[src/rtl/jogo_defs_pkg.sv]
//==============================================================================
// Module      : jogo_defs (package)
// Description : Shared definitions for the play control path: the 4-bit state
//               codes shown on the debug display, the state enumeration, the
//               default wait timeout, and the Moore output decode used by the
//               control unit.
// Revision    : 1.0 - initial release
//==============================================================================
`default_nettype none

package jogo_defs;

    // Default number of cycles a player has to make a move.
    localparam int TIMEOUT_CYCLES_PADRAO = 5000;

    // State codes; the 7-segment debug decoder relies on these exact values.
    localparam logic [3:0] c_inicial       = 4'd0;
    localparam logic [3:0] c_preparacao    = 4'd1;
    localparam logic [3:0] c_espera_jogada = 4'd2;
    localparam logic [3:0] c_registra      = 4'd3;
    localparam logic [3:0] c_comparacao    = 4'd4;
    localparam logic [3:0] c_proximo       = 4'd5;
    localparam logic [3:0] c_fim_acertou   = 4'd6;
    localparam logic [3:0] c_fim_errou     = 4'd7;
    localparam logic [3:0] c_fim_timeout   = 4'd8;

    typedef enum logic [3:0] {
        ESTADO_INICIAL       = c_inicial,
        ESTADO_PREPARACAO    = c_preparacao,
        ESTADO_ESPERA_JOGADA = c_espera_jogada,
        ESTADO_REGISTRA      = c_registra,
        ESTADO_COMPARACAO    = c_comparacao,
        ESTADO_PROXIMO       = c_proximo,
        ESTADO_FIM_ACERTOU   = c_fim_acertou,
        ESTADO_FIM_ERROU     = c_fim_errou,
        ESTADO_FIM_TIMEOUT   = c_fim_timeout
    } estado_t;

    typedef struct packed {
        logic zera_regs;
        logic registra;
        logic zera_contador;
        logic conta_endereco;
        logic pronto;
        logic acertou;
        logic errou;
        logic timeout;
    } saidas_t;

    // Moore output table: every control output is a function of the state only.
    function automatic saidas_t decodifica_saidas(input estado_t estado);
        saidas_t s;
        s = '0;
        case (estado)
            ESTADO_PREPARACAO: begin
                s.zera_regs     = 1'b1;
                s.zera_contador = 1'b1;
            end
            ESTADO_REGISTRA:    s.registra       = 1'b1;
            ESTADO_PROXIMO:     s.conta_endereco = 1'b1;
            ESTADO_FIM_ACERTOU: begin
                s.pronto  = 1'b1;
                s.acertou = 1'b1;
            end
            ESTADO_FIM_ERROU: begin
                s.pronto = 1'b1;
                s.errou  = 1'b1;
            end
            ESTADO_FIM_TIMEOUT: begin
                s.pronto  = 1'b1;
                s.timeout = 1'b1;
            end
            default: s = '0;
        endcase
        return s;
    endfunction

endpackage

`default_nettype wire

[src/rtl/unidade_controle_jogada_contador_timeout.sv]
//==============================================================================
// Module      : contador_timeout
// Description : Wait-state timer. Counts enabled cycles from zero and flags
//               fim when the count reaches TIMEOUT_CYCLES-1.
// Ports       : clock  - system clock, rising edge
//               reset  - synchronous active-high reset
//               clear  - synchronous clear (priority over enable)
//               enable - count enable
//               fim    - count equals TIMEOUT_CYCLES-1
// Revision    : 1.0 - initial release
//==============================================================================
`default_nettype none

module contador_timeout #(
    parameter int TIMEOUT_CYCLES = 5000
) (
    input  logic clock,
    input  logic reset,
    input  logic clear,
    input  logic enable,
    output logic fim
);

    localparam int W = (TIMEOUT_CYCLES > 1) ? $clog2(TIMEOUT_CYCLES) : 1;
    localparam logic [W-1:0] c_limite = W'(TIMEOUT_CYCLES - 1);
    localparam logic [W-1:0] c_um     = W'(1);

    logic [W-1:0] r_contagem;

    // The owner leaves the enabled state on fim, so the count never wraps.
    always_ff @(posedge clock) begin
        if (reset || clear) begin
            r_contagem <= '0;
        end else if (enable) begin
            r_contagem <= r_contagem + c_um;
        end
    end

    assign fim = (r_contagem == c_limite);

endmodule

`default_nettype wire

[src/rtl/unidade_controle_jogada.sv]
//==============================================================================
// Module      : unidade_controle_jogada
// Description : Moore FSM sequencing the play datapath: clears the play
//               registers and address counter, waits for a move (with
//               timeout), captures it, checks the comparator and either
//               advances the address or ends the round.
// Ports       : clock, reset          - clock / synchronous active-high reset
//               iniciar              - start/restart request
//               jogada               - one-cycle move pulse
//               igual, fim_sequencia - comparator / last-address status
//               zera_regs, registra  - play register clear / enable
//               zera_contador        - address counter clear
//               conta_endereco       - address counter count enable
//               pronto, acertou, errou, timeout - round result flags
//               db_estado            - current state code for debug
// Revision    : 1.0 - initial release
//==============================================================================
`default_nettype none

module unidade_controle_jogada
    import jogo_defs::*;
#(
    parameter int TIMEOUT_CYCLES = TIMEOUT_CYCLES_PADRAO
) (
    input  logic       clock,
    input  logic       reset,
    input  logic       iniciar,
    input  logic       jogada,
    input  logic       igual,
    input  logic       fim_sequencia,
    output logic       zera_regs,
    output logic       registra,
    output logic       zera_contador,
    output logic       conta_endereco,
    output logic       pronto,
    output logic       acertou,
    output logic       errou,
    output logic       timeout,
    output logic [3:0] db_estado
);

    estado_t r_estado;
    estado_t w_proximo;
    saidas_t r_saidas;
    logic    w_em_espera;
    logic    w_expirou;

    assign w_em_espera = (r_estado == ESTADO_ESPERA_JOGADA);

    // Timer runs only while waiting and restarts from zero on every entry.
    contador_timeout #(
        .TIMEOUT_CYCLES(TIMEOUT_CYCLES)
    ) u_contador_timeout (
        .clock (clock),
        .reset (reset),
        .clear (!w_em_espera),
        .enable(w_em_espera),
        .fim   (w_expirou)
    );

    always_comb begin
        w_proximo = r_estado;
        case (r_estado)
            ESTADO_INICIAL:       w_proximo = iniciar ? ESTADO_PREPARACAO : ESTADO_INICIAL;
            ESTADO_PREPARACAO:    w_proximo = ESTADO_ESPERA_JOGADA;
            ESTADO_ESPERA_JOGADA: begin
                // A move arriving on the last allowed cycle still counts.
                if (jogada)         w_proximo = ESTADO_REGISTRA;
                else if (w_expirou) w_proximo = ESTADO_FIM_TIMEOUT;
                else                w_proximo = ESTADO_ESPERA_JOGADA;
            end
            ESTADO_REGISTRA:      w_proximo = ESTADO_COMPARACAO;
            ESTADO_COMPARACAO: begin
                // A wrong move ends the round even on the last position.
                if (!igual)             w_proximo = ESTADO_FIM_ERROU;
                else if (fim_sequencia) w_proximo = ESTADO_FIM_ACERTOU;
                else                    w_proximo = ESTADO_PROXIMO;
            end
            ESTADO_PROXIMO:       w_proximo = ESTADO_ESPERA_JOGADA;
            ESTADO_FIM_ACERTOU,
            ESTADO_FIM_ERROU,
            ESTADO_FIM_TIMEOUT:   w_proximo = iniciar ? ESTADO_PREPARACAO : r_estado;
            default:              w_proximo = ESTADO_INICIAL;
        endcase
    end

    // Outputs are decoded from the next state and registered alongside it,
    // so they always equal the decode of the current state register.
    always_ff @(posedge clock) begin
        if (reset) begin
            r_estado <= ESTADO_INICIAL;
            r_saidas <= '0;
        end else begin
            r_estado <= w_proximo;
            r_saidas <= decodifica_saidas(w_proximo);
        end
    end

    assign zera_regs      = r_saidas.zera_regs;
    assign registra       = r_saidas.registra;
    assign zera_contador  = r_saidas.zera_contador;
    assign conta_endereco = r_saidas.conta_endereco;
    assign pronto         = r_saidas.pronto;
    assign acertou        = r_saidas.acertou;
    assign errou          = r_saidas.errou;
    assign timeout        = r_saidas.timeout;
    assign db_estado      = r_estado;

endmodule

`default_nettype wire
[config.mk]
export PLATFORM = sky130hd
export DESIGN_NAME = unidade_controle_jogada
export DESIGN_NICKNAME = d
export VERILOG_FILES = /design/src/rtl/jogo_defs_pkg.sv /design/src/rtl/unidade_controle_jogada_contador_timeout.sv /design/src/rtl/unidade_controle_jogada.sv
export SDC_FILE = /design/constraint.sdc
export NUM_CORES = 1
export LEC_CHECK = 0
export CORE_MARGIN = 3
export CORE_UTILIZATION = 40
export CTS_CLUSTER_DIAMETER = 80
export DETAILED_ROUTE_END_ITERATION = 10
export GPL_ROUTABILITY_DRIVEN = 0
export PLACE_DENSITY_LB_ADDON = 0.25
export SETUP_SLACK_MARGIN = 0.4
export SYNTH_ARGS = -nofsm -noshare
export SYNTH_HDL_FRONTEND = slang
export SYNTH_SLANG_ARGS = --single-unit
export TNS_END_PERCENT = 1
[constraint.sdc]
create_clock -name clock -period 2 [get_ports clock]
set_input_delay 0.4 -clock clock [delete_from_list [all_inputs] [get_ports clock]]
set_output_delay 0.4 -clock clock [all_outputs]
set_load 0.005 [all_outputs]
==> qor.txt <==
Status = completed
Max_cap viols = 0
Yosys top cell by area = dfxtp_1
Global Route met1 Usage = 20.64%
Final WL = 2241 um
Worst min-delay path class = flip-flop to flip-flop
Kind of critical path = flip-flop to flip-flop
Crit path time final = 1764 ps
# rows = 17
Crit-path max FO = 5
Netlist cell types = 40
Commonest cells post-synth = 24 x dfxtp_1, 17 x nor2_1, 7 x xor2_1, 6 x nand3_1, 5 x nand2_1
Number of DRC markers in iteration 0 = 32
Endpoints failing setup = 0
Synth Area per Inst = 9.766 um2
Sequential share of power = 55.1%
Final nets = 141
HPWL after DPL = 1479 um
Top-count cell post-synth = dfxtp_1
Hold WS = 463.5 ps
Core area = 2361 um2
Fin crit share = 88.18%
Max_slew headroom = 69.84%
Worst Hold Launch = u_contador_timeout.r_contagem[0]
First-pass DRT Iterations = 4
CTS root buf = clkbuf_4
Largest delay share family, worst path = simple AND/OR/NAND/NOR gates
Critical Path Max Stage Delay = 550 ps
CP Capture Type = flip-flop
Met3 GRT Util = 3.394%
CTS max path bufs = 2
Reg2Reg Depth = 5
GRT Resource Usage Total = 14.52%
Fraction of layout cells with a size suffix above 1 = 27.07%
Post-synth top area share = 45.55%
Leak = 0.5304 nW
Synth Warn # = 0
Peak Freq = 0.5670 GHz
Comb pwr share = 17.0%
Met2 Use GR = 20.97%
Grt ovf = 0
Final Hold Fails = 0
Die H = 57.35 um
Final ANT Viol Nets = 0
Number of global-route vias before repair = 817
WP buf/inv = 1
I/O Pins = 18
Latest clock arrival within the worst-skew pair = 310 ps
Critical Path RT = 2200 ps
Slowest stage cell, crit path = or4b_4
Register Area = 499.2 um2
PortBufs = 17
DRC = 0
Antenna violations before repair = 0
Net Sw Frac = 25.31%
Die W = 57.35 um
Clk pwr share = 27.9%
Area grow syn2layout = 33.93%
Syn nets = 115
Hold Path Depth = 1
Top post-synthesis cells by area = dfxtp_1 46%, nor2_1 6.0%, xor2_1 5.8%
Clk pin slew, worst setup/hold paths = 130 ps
ANT cells = 0
Multi-input gate area = 605.6 um2
Initial core utilization = 44.67%
Synthesized area = 1055 um2
H-tree lvl count = 1
Max VDD drop = 451.1 uV
CTS Buf Count = 3
TritonCTS clock tree = done
Via-to-Cell Ratio = 5.429
Pwr per Cell Area = 653.6 nW/um2
Ys flop type = dfxtp_1
RR Endpoint = registra
FF-to-FF Start = u_contador_timeout.r_contagem[5]
Cells after DPL = 153
Global-route wire length before repair = 3795 um
Largest net degree at the start of global routing = 14
Total Power = 0.0009233 W
Layout filler cell count = 196
WL/cell = 13.92 um
Hold buffers post-CTS = 0
Seq cells post-synth = 24
Sw power = 0.0002337 W
Top Usage Layer GRT = met2
Mapped Cells = 108
Power Internal = 0.0006897 W
Full die area = 3289 um2
Register-to-register setup slack = 240 ps
Final Instance Count excl. Fillers = 161
Slew @ Worst Pin = 449.7 ps
Layout Skew = 3.809 ps
EDFF count, synth = 0
RSZ-0062 raised after global routing = true
Clock Sinks = 24
Total negative setup slack = 0 ps
Pins Over Slew Limit = 0
WHS Endpoint = u_contador_timeout.r_contagem[0]
Crit path launch type = flip-flop
CP cell instances = or4b_4 -> nor4_4 -> buf_4 -> a21oi_2 -> nor4bb_2
Asr flop ratio synth = 0%
Register area share after synthesis = 45.55%
Via count = 874
Crit path arrival time = 1960 ps
-- flip-flops by register name, indices dropped and copies added (netlist names) --
signal	cells
conta_endereco	1
acertou	1
timeout	1
pronto	1
db_estado	4
u_contador_timeout.r_contagem	13
registra	1
errou	1
zera_contador	1
-- cell usage in the layout (no fill, tap or decap), types with 2 or more instances in the layout --
master / netlist / routed
a21oi_1: 4 / 3
clkbuf_4: 0 / 3
or3_1: 3 / 3
or4b_4: 1 / 2
dfxtp_1: 24 / 17
inv_1: 2 / 2
nand2_1: 5 / 5
dfxtp_4: 0 / 4
and3_1: 3 / 3
clkdlybuf4s50_1: 0 / 16
buf_4: 1 / 8
dfxtp_2: 0 / 3
a211oi_1: 2 / 2
xor2_1: 7 / 7
nor2_1: 17 / 16
nand3_1: 6 / 5
xnor2_1: 2 / 2
o21ai_0: 3 / 2
nor4_4: 0 / 2
-- final cells by class --
| class | instances | share of cell area [%] |
|---|---|---|
| clock buffer | 4 | 2.569 |
| timing repair buffer | 25 | 16.21 |
| sequential | 24 | 35.34 |
| multi-input combinational | 78 | 42.87 |
| inverter | 2 | 0.5314 |
| tap | 28 | 2.480 |
-- cells by family (layout without fill, tap and decap cells) --
family / count (synthesis) / after routing / synth area share [%]
muxes: 2 / 2 / 2.017
xor gates and xnor gates: 9 / 9 / 7.474
and+or+nand+nor: 51 / 51 / 29.78
buffers and inverters: 6 / 31 / 4.033
DFF: 24 / 24 / 45.55
adders and majority gates: 1 / 1 / 1.186
AOI/OAI and AO/OA: 15 / 15 / 9.963
-- worst max-delay path by stage --
stage	startpoint	end	slack, ps	cells after the start
final	u_contador_timeout.r_contagem[5]	registra	240	5
after global routing	u_contador_timeout.r_contagem[5]	db_estado[3]	170	6
after floorplan	u_contador_timeout.r_contagem[5]	acertou	360	5
after CTS	u_contador_timeout.r_contagem[4]	acertou	250	5
after global placement	jogada	acertou	-60	6
after detailed placement	jogada	acertou	-60	6
-- per-layer routing --
layer / share of wire [%] / vias to the layer above / routed length [um]
met3: 2.9 / 2 / 64
met4: 0.89 / 0 / 20
met5: 0 / - / 0
met1: 52 / 422 / 1172
met2: 44 / 14 / 984
li1: - / 436 / -
-- what timing repair did --
action                                  4_1_cts  5_1_grt
buffers inserted                              3        1
endpoints found under the setup margin       18       22
pin swaps                                     4        2
gates resized for setup                      17        6
-- power groups by stage --
stage	sequential, W	combinational (W)	clock [W]
CTS	0.000509	0.000153	0.000260
floorplan	0.000511	0.0000942	0
global placement	0.000520	0.000139	0
global route	0.000513	0.000168	0.000284
detailed placement	0.000521	0.000139	0
finish	0.000509	0.000157	0.000257
-- through the flow --
stage	instance area [um2]	setup WS, ps	util [%]
6_report	1413	236.3	59.83
5_1_grt	1413	167.1	59.83
4_1_cts	1374	246.5	58.19
3_5_place_dp	1270	-62.59	53.79
3_3_place_gp	1270	-56.48	53.79
2_1_floorplan	1070	359.5	-
Power figures use the tool's default switching activity.
